### src/rtl/sha_round_ctrl.sv
`default_nettype none
// ============================================================================
// Module   : sha_round_ctrl
// Purpose  : Round sequencer for the shared SHA-256/384/512 compression core.
//            Accepts one block request at a time, latches the hash mode and
//            steps the even/odd K-ROM round indices two rounds per cycle.
//            It also issues the load, IV-init, schedule, digest and done
//            strobes.
// Revision : 1.0 - initial release
// ============================================================================
module sha_round_ctrl #(
    parameter logic SHA512_EN = 1'b1
) (
    input  logic       clk,
    input  logic       rst,
    input  logic       start_i,
    input  logic       hash_size_i,
    input  logic       first_block_i,
    input  logic       abort_i,
    output logic       ready_o,
    output logic       busy_o,
    output logic       hash_size_o,
    output logic [6:0] cnt_even_o,
    output logic [6:0] cnt_odd_o,
    output logic       load_blk_o,
    output logic       init_hv_o,
    output logic       round_en_o,
    output logic       sched_en_o,
    output logic       digest_add_o,
    output logic       done_o
);

    typedef enum logic [2:0] {
        S_IDLE  = 3'd0,
        S_LOAD  = 3'd1,
        S_ROUND = 3'd2,
        S_FINAL = 3'd3,
        S_DONE  = 3'd4
    } state_t;

    // Even index of the last round pair for each mode.
    localparam logic [6:0] c_LAST_256  = 7'd62;
    localparam logic [6:0] c_LAST_512  = 7'd78;
    // Message schedule expansion starts at round 16.
    localparam logic [6:0] c_SCHED_BEG = 7'd16;

    state_t     r_state;
    state_t     w_state_nxt;
    logic [6:0] r_cnt;
    logic [6:0] w_cnt_nxt;
    logic [6:0] w_last_cnt;
    logic       r_hash_size;
    logic       r_first_blk;
    logic       w_accept;
    logic       w_abortable;

    // Next-state and round-counter decode; abort overrides normal advance.
    always_comb begin
        w_state_nxt = r_state;
        w_cnt_nxt   = 7'd0;
        w_accept    = 1'b0;
        w_last_cnt  = r_hash_size ? c_LAST_512 : c_LAST_256;
        w_abortable = (r_state == S_LOAD) || (r_state == S_ROUND) ||
                      (r_state == S_FINAL);

        case (r_state)
            S_IDLE: begin
                if (start_i) begin
                    w_accept    = 1'b1;
                    w_state_nxt = S_LOAD;
                end
            end
            S_LOAD: begin
                w_state_nxt = S_ROUND;
            end
            S_ROUND: begin
                // Counter saturates at the terminal pair; leaving ROUND
                // returns it to zero.
                if (r_cnt >= w_last_cnt) begin
                    w_state_nxt = S_FINAL;
                end else begin
                    w_cnt_nxt = r_cnt + 7'd2;
                end
            end
            S_FINAL: begin
                w_state_nxt = S_DONE;
            end
            S_DONE: begin
                w_state_nxt = S_IDLE;
            end
            default: begin
                w_state_nxt = S_IDLE;
            end
        endcase

        if (abort_i && w_abortable) begin
            w_state_nxt = S_IDLE;
            w_cnt_nxt   = 7'd0;
        end
    end

    // State, round counter and per-block mode latches.
    always_ff @(posedge clk) begin
        if (rst) begin
            r_state     <= S_IDLE;
            r_cnt       <= 7'd0;
            r_hash_size <= 1'b0;
            r_first_blk <= 1'b0;
        end else begin
            r_state <= w_state_nxt;
            r_cnt   <= w_cnt_nxt;
            if (w_accept) begin
                r_hash_size <= hash_size_i & SHA512_EN;
                r_first_blk <= first_block_i;
            end
        end
    end

    // All outputs decode registered state only.
    assign ready_o      = (r_state == S_IDLE);
    assign busy_o       = (r_state == S_LOAD) || (r_state == S_ROUND) ||
                          (r_state == S_FINAL);
    assign hash_size_o  = r_hash_size;
    assign cnt_even_o   = r_cnt;
    assign cnt_odd_o    = r_cnt + 7'd1;
    assign load_blk_o   = (r_state == S_LOAD);
    assign init_hv_o    = (r_state == S_LOAD) && r_first_blk;
    assign round_en_o   = (r_state == S_ROUND);
    assign sched_en_o   = (r_state == S_ROUND) && (r_cnt >= c_SCHED_BEG);
    assign digest_add_o = (r_state == S_FINAL);
    assign done_o       = (r_state == S_DONE);

endmodule
`default_nettype wire

### config.mk
export PLATFORM = sky130hd
export DESIGN_NAME = sha_round_ctrl
export DESIGN_NICKNAME = d
export VERILOG_FILES = /design/src/rtl/sha_round_ctrl.sv
export SDC_FILE = /design/constraint.sdc
export NUM_CORES = 1
export LEC_CHECK = 0
export ABC_CLOCK_PERIOD_IN_PS = 2000
export CAP_MARGIN = 20
export CORE_UTILIZATION = 35
export CTS_BUF_LIST = sky130_fd_sc_hd__clkbuf_16
export DETAILED_ROUTE_END_ITERATION = 12
export PLACE_DENSITY_LB_ADDON = 0.2
export SYNTH_ARGS = -nofsm -noshare
export SYNTH_HDL_FRONTEND = slang
export SYNTH_SLANG_ARGS = --single-unit
### constraint.sdc
create_clock -name clk -period 2 [get_ports clk]
set_input_delay 0.5 -clock clk [delete_from_list [all_inputs] [get_ports clk]]
set_output_delay 0.5 -clock clk [all_outputs]
set_load 0.02 [all_outputs]
# Word-level counts from Yosys, hierarchy flattened

Cells that the tools add are included.

Add/subtract/negate cells: 2
Order comparisons: 2
Equality and inequality tests: 6
Mux-type cells: 6
Bitwise operators: 1
Reduce and logical (&&, ||, !) cells: 9

Operators by type and width:

| kind                                                              | number |
|---|---|
| one-hot mux 3 bit (4 select lines)                                | 1 |
| adder 7 x 1 -> 7 bit, second input constant                       | 1 |
| adder 7 x 2 -> 7 bit, second input constant                       | 1 |
| greater-or-equal comparator 7 x 5 -> 1 bit, second input constant | 1 |
| greater-or-equal comparator 7 bit                                 | 1 |
| 2-to-1 mux 7 bit                                                  | 1 |
| equality test 3 x 2 -> 1 bit, second input constant               | 2 |
| 2-to-1 mux 3 bit                                                  | 2 |
| OR reduction 4 bit                                                | 1 |
| equality test 3 x 1 -> 1 bit, second input constant               | 1 |
| equality test 3 bit, second input constant                        | 1 |
| logical AND 1 bit                                                 | 3 |
| zero test 3 bit                                                   | 1 |
| logical OR 1 bit                                                  | 2 |
| 2-to-1 mux 1 bit                                                  | 2 |
| != test 2 x 1 -> 1 bit, second input constant                     | 1 |
| != test 2 bit, second input constant                              | 1 |
| AND reduction 2 bit                                               | 1 |
| OR reduction 2 bit                                                | 1 |
| inverter 1 bit                                                    | 1 |

Register bits: 12
Bits of input ports: 6
Output and inout bits: 23
Word-level logic and storage cells: 30

# Longest topological paths before layout

Depth in word-level cells: 5
Depth in mapped cells: 5
Depth with buffers taken out: 5

# Least setup slack after synthesis

No wires, ideal clock.

Kind: register to register
From: register r_cnt[5] (netlist: cnt_even_o[5])
To: register r_cnt[2] (netlist: cnt_even_o[2])
Setup time: 80 ps
Arrival: 1611 ps
Data required time: 1920 ps
Slack: 309 ps
Stages on the path, launching flop included: 5
Path buffers: 0
Period minus slack after synthesis: 1691 ps
Cells stage by stage: dfxtp_1 -> ha_1 -> a21o_1 -> a2111o_1 -> nor3b_1

Cells in the longest elaborated chain, start to end: 2

Ends and longest elaborated chain:

| element                             | RTL line | text |
|---|---|---|
| start, declared                     | 49       | `logic [6:0] r_cnt;` |
| start signal, assigned              | 111      | `r_cnt <= w_cnt_nxt;` |
| greater-or-equal comparator 7 bit   | 79       | `if (r_cnt >= w_last_cnt) begin` |
| OR reduction 4 bit (no source line) | -        |  |

No other way between the ends.
A chain may end at the register's enable or synchronous reset.

# Final worst setup path

From: register r_state[0]
To: output port round_en_o

Cells in the longest elaborated chain, start to end: 1

Ends and longest elaborated chain:

| element                      | RTL line | text |
|---|---|---|
| start, declared              | 47       | `state_t r_state;` |
| start signal, assigned       | 110      | `r_state <= w_state_nxt;` |
| equality test 3 x 2 -> 1 bit | 128      | `assign round_en_o = (r_state == S_ROUND);` |
| end, declared                | 27       | `output logic round_en_o,` |

No other way between the ends.

==> impl.org <==
** Global routing
- After global routing the overflow that remains totals 0.
- Number of antenna violations at the first check in global routing :: 0
- Largest net degree at the start of global routing :: 8
- The first global-routing pass estimated 2090 um of wire.
- The via count of the first global-routing pass is 491.
- For this run, the total global-route usage over all layers was measured as 0.149.

** Floorplanning
- 29 I/O pins were placed.
- The initial utilization of the core area, before any placement, comes to 0.371.
- The floorplan has 15 rows.
- Area of the core :: 0.00173 sq mm
- The floorplan step defined a die boundary enclosing 0.00201 sq mm.
- Horizontal die dimension :: 44.8 um
- Die Ht :: between 40 and 50 um

** Setup path
- CP cell instances :: nand2b_1 > nor2_1 > buf_4 > dlygate4sd2_1
- The worst register-to-register path has a setup slack of 0.32 ns.
- Arrival time worst endpoint :: 1.41 ns
- Worst r2r src :: cnt_even_o[5]$_SDFF_PP0_
- Slowest-stage cell, CP :: sky130_fd_sc_hd__dfxtp_1
- On the critical path the largest part of the delay comes from buffers and inverters.
- Buffer and inverter count on the worst path :: 2
- Worst setup endpoint :: round_en_o
- STA classifies the critical path startpoint as a flop.
- Critical path fanouts, max :: 5
- The worst setup path is captured at a primary output.
- Measured in cells, the most critical reg-to-reg path has a length of 4.
- WP depth :: 4
- Crit-path max cell delay :: 0.33 ns
- Crit path launch :: r_state[0]$_SDFFE_PP0P_
- Data on the critical path is required at its endpoint by 1.50 ns.
- Category of the most critical setup path :: flop to primary output
- FF-to-FF End :: cnt_even_o[2]$_SDFF_PP0_

** CTS
- The tree is rooted in a sky130_fd_sc_hd__clkbuf_16.
- Clock-pin transition on the worst setup and hold timing paths :: 0.04 ns
- Num CTS Buffers :: 3
- The clock net in this run drives a total of 11 sinks.
- In this run, post-CTS hold repair placed 0 buffers.
- Latest clock arrival within the worst-skew pair :: 0.24 ns
- The clock passes through at most 2 buffers.
- TritonCTS clock tree :: built
- CTS built an H-tree with a depth of 1.
- Buffers added to address setup during post-CTS repair amount to 0.

** Yosys
- The synthesized design contains 11 register bits.
- Yosys warning total :: 0
- Yosys mapped the design onto 29 distinct sky130hd cell types.
- Synthesized instance count :: 74
- By instance count, the leading cell after synthesis is sky130_fd_sc_hd__dfxtp_1.
- Synth top area share :: 0.344
- Async set or reset register ratio after synthesis :: 0
- Of the synthesized area, sequential elements account for 0.344.
- Mean instance size in the synthesized netlist :: ~8.7 sq um
- Summed over all instances, the cell type with the most area after synthesis is sky130_fd_sc_hd__dfxtp_1.
- Counting flops with a built-in enable in the synthesized netlist gives 0.
- After synthesis the cells add up to 641 sq um.
- Top cells by instance count after synthesis :: 11 x sky130_fd_sc_hd__dfxtp_1, 9 x sky130_fd_sc_hd__nor2_1, 8 x sky130_fd_sc_hd__buf_4
- Cell types with the largest area share after synthesis :: sky130_fd_sc_hd__dfxtp_1 34%, sky130_fd_sc_hd__ha_1 9.8%, sky130_fd_sc_hd__buf_4 9.4%, sky130_fd_sc_hd__nor2_1 5.3%, sky130_fd_sc_hd__nor3_1 3.9%
- Synthesis produced a netlist with a net count of 85.
- Most common flop cell mapped by yosys :: sky130_fd_sc_hd__dfxtp_1

** STA
- The routed design could run at a clock period as short as 1.91 ns.
- Timing would allow up to around 520 MHz.
- The hold violation count in the final report was 0.
- The final-report max-slew violation count was 0.
- The clock arrives with 0.00152 ns of skew.
- Setup violations remaining at the end of the flow were counted as 0.
- Period utilisation layout :: 0.953
- RSZ-0062 raised after global routing :: false

** Place
- Detailed-placement wirelength estimate :: 927 um
- Standard cell area after detailed placement :: approximately 910 sq um
- In this run, placement finished with an instance count of 123.
- Routability-driven placement finished with a final weighted congestion of 0.718.
- Input and output buffers added on the ports amount to 26.

** Flow run
- The tool flagged a number of max-cap violations equal to 0.

** Detailed routing
- Final routed wire length divided by cell count :: roughly 10 um
- The final layout contains routed wiring with a total length of 1280 um.
- In the routed design, unresolved DRC markers number 0.
- First-pass detailed-route iteration total :: 4
- Count of vias placed by the detailed router :: 584
- The first routing iteration left 7 violations.
- Number of vias per cell :: 4.60
- The detail route stage leaves a number of antenna-violating nets equal to 0.

** Layout
- For this run, the number of standard cells in the final layout without fillers is 127.
- Summing all non-filler instances in the final layout gives an area of 995 sq um.
- Number of nets in the layout :: 114
- At the end of the flow the core is filled with cells to 0.576.
- Of the cells placed in the final design, the portion with a size suffix greater than 1 is 0.118.
- Antenna diode count :: 0
- Synthesis-to-layout area growth :: 55.3%

** Run status
- The run finished with clean final reports.

** Power and ir drop
- IR analysis of the VDD net gives a maximum drop of 0.347 mV.
- Dividing total power by cell area gives a power density of 667 mW/mm^2.
- Summed over all cells, the static leakage comes to 0.000460 uW.

** Hold path
- Class of the most critical hold timing path :: flop to flop
==> placed cells by master, fill, tap and decap left out, types with 3 or more instances in the layout <==
master	n
sky130_fd_sc_hd__clkdlybuf4s50_1	18
sky130_fd_sc_hd__dfxtp_1	11
sky130_fd_sc_hd__nor2_1	9
sky130_fd_sc_hd__buf_4	7
sky130_fd_sc_hd__nor3_1	5
sky130_fd_sc_hd__ha_1	5
sky130_fd_sc_hd__inv_1	4
sky130_fd_sc_hd__dlygate4sd2_1	4
sky130_fd_sc_hd__nand2_1	3
sky130_fd_sc_hd__nand3_1	3
sky130_fd_sc_hd__clkbuf_16	3
sky130_fd_sc_hd__dlymetal6s2s_1	3
==> cell families after synthesis <==
logic type               count (synthesis)  share of synthesized area
AND/OR/NAND/NOR                         30                      0.246
buffers and inverters                   12                      0.129
multiplexers                             2                     0.0313
flip-flops                              11                      0.344
AO/OA/AOI/OAI                            9                     0.0996
XOR/XNOR                                 3                     0.0410
adder cells (fa/ha/maj)                  5                     0.0977
other                                    2                     0.0117
==> worst reg2reg max path: stages (launching register included) <==
cell and delay [ns]:
sky130_fd_sc_hd__dfxtp_1 0.44, sky130_fd_sc_hd__ha_1 0.29, sky130_fd_sc_hd__a21o_1 0.19, sky130_fd_sc_hd__a2111o_1 0.49, sky130_fd_sc_hd__nor3b_1 0.19
==> report_power, final <==
group	switching (uW)	internal, uW
Clock	92.6	262
Combinational	36.3	41.9
Sequential	5.04	226
==> area by class of cell <==
cell class | count | area, sq um
fillers | 166 | 732
multi-input cells | 51 | 338
repair buffers | 33 | 315
flip-flops and latches | 11 | 220
clock buffers | 3 | 75.1
well taps | 25 | 31.3
inverters | 3 | 11.3
clock inverters | 1 | 3.75
==> per-stage QoR <==
stage,power (uW),setup TNS [ns],setup WS [ns],hold WS [ns]
floorplan,276,0,0.309,0.452
global placement,315,-0.116,-0.0383,0.472
detailed placement,315,-0.199,-0.0555,0.488
CTS,672,0,0.00841,0.499
global route,690,0,0.00964,0.547
finish,663,0,0.0947,0.488
==> worst min path at each step <==
stage	start	end	slack [ns]	depth (start not counted)
finish	r_first_blk$_SDFFE_PP0P_	r_first_blk$_SDFFE_PP0P_	0.49	2
global route	r_first_blk$_SDFFE_PP0P_	r_first_blk$_SDFFE_PP0P_	0.55	2
CTS	r_first_blk$_SDFFE_PP0P_	r_first_blk$_SDFFE_PP0P_	0.50	2
detailed placement	r_first_blk$_SDFFE_PP0P_	r_first_blk$_SDFFE_PP0P_	0.49	2
global placement	r_first_blk$_SDFFE_PP0P_	r_first_blk$_SDFFE_PP0P_	0.47	2
floorplan	r_first_blk$_SDFFE_PP0P_	r_first_blk$_SDFFE_PP0P_	0.45	2
==> what timing repair did <==
action	CTS	global route
endpoints found under the setup margin	5	4
endpoints found under the hold margin	0	0
resized for setup	5	4
==> sequential cells by signal, summed over array words and instances, names as in the netlist <==
name	count
cnt_even_o	6
hash_size_o	1
r_first_blk	1
r_state	3
==> layer usage <==
metal,part of all wire,wire (um),global-route usage
met1,0.45,580,0.171
met2,0.45,577,0.238
met3,0.076,97,0.0400
met4,0.020,25,0.109
met5,0,0,0
Power figures use the tool's default switching activity.
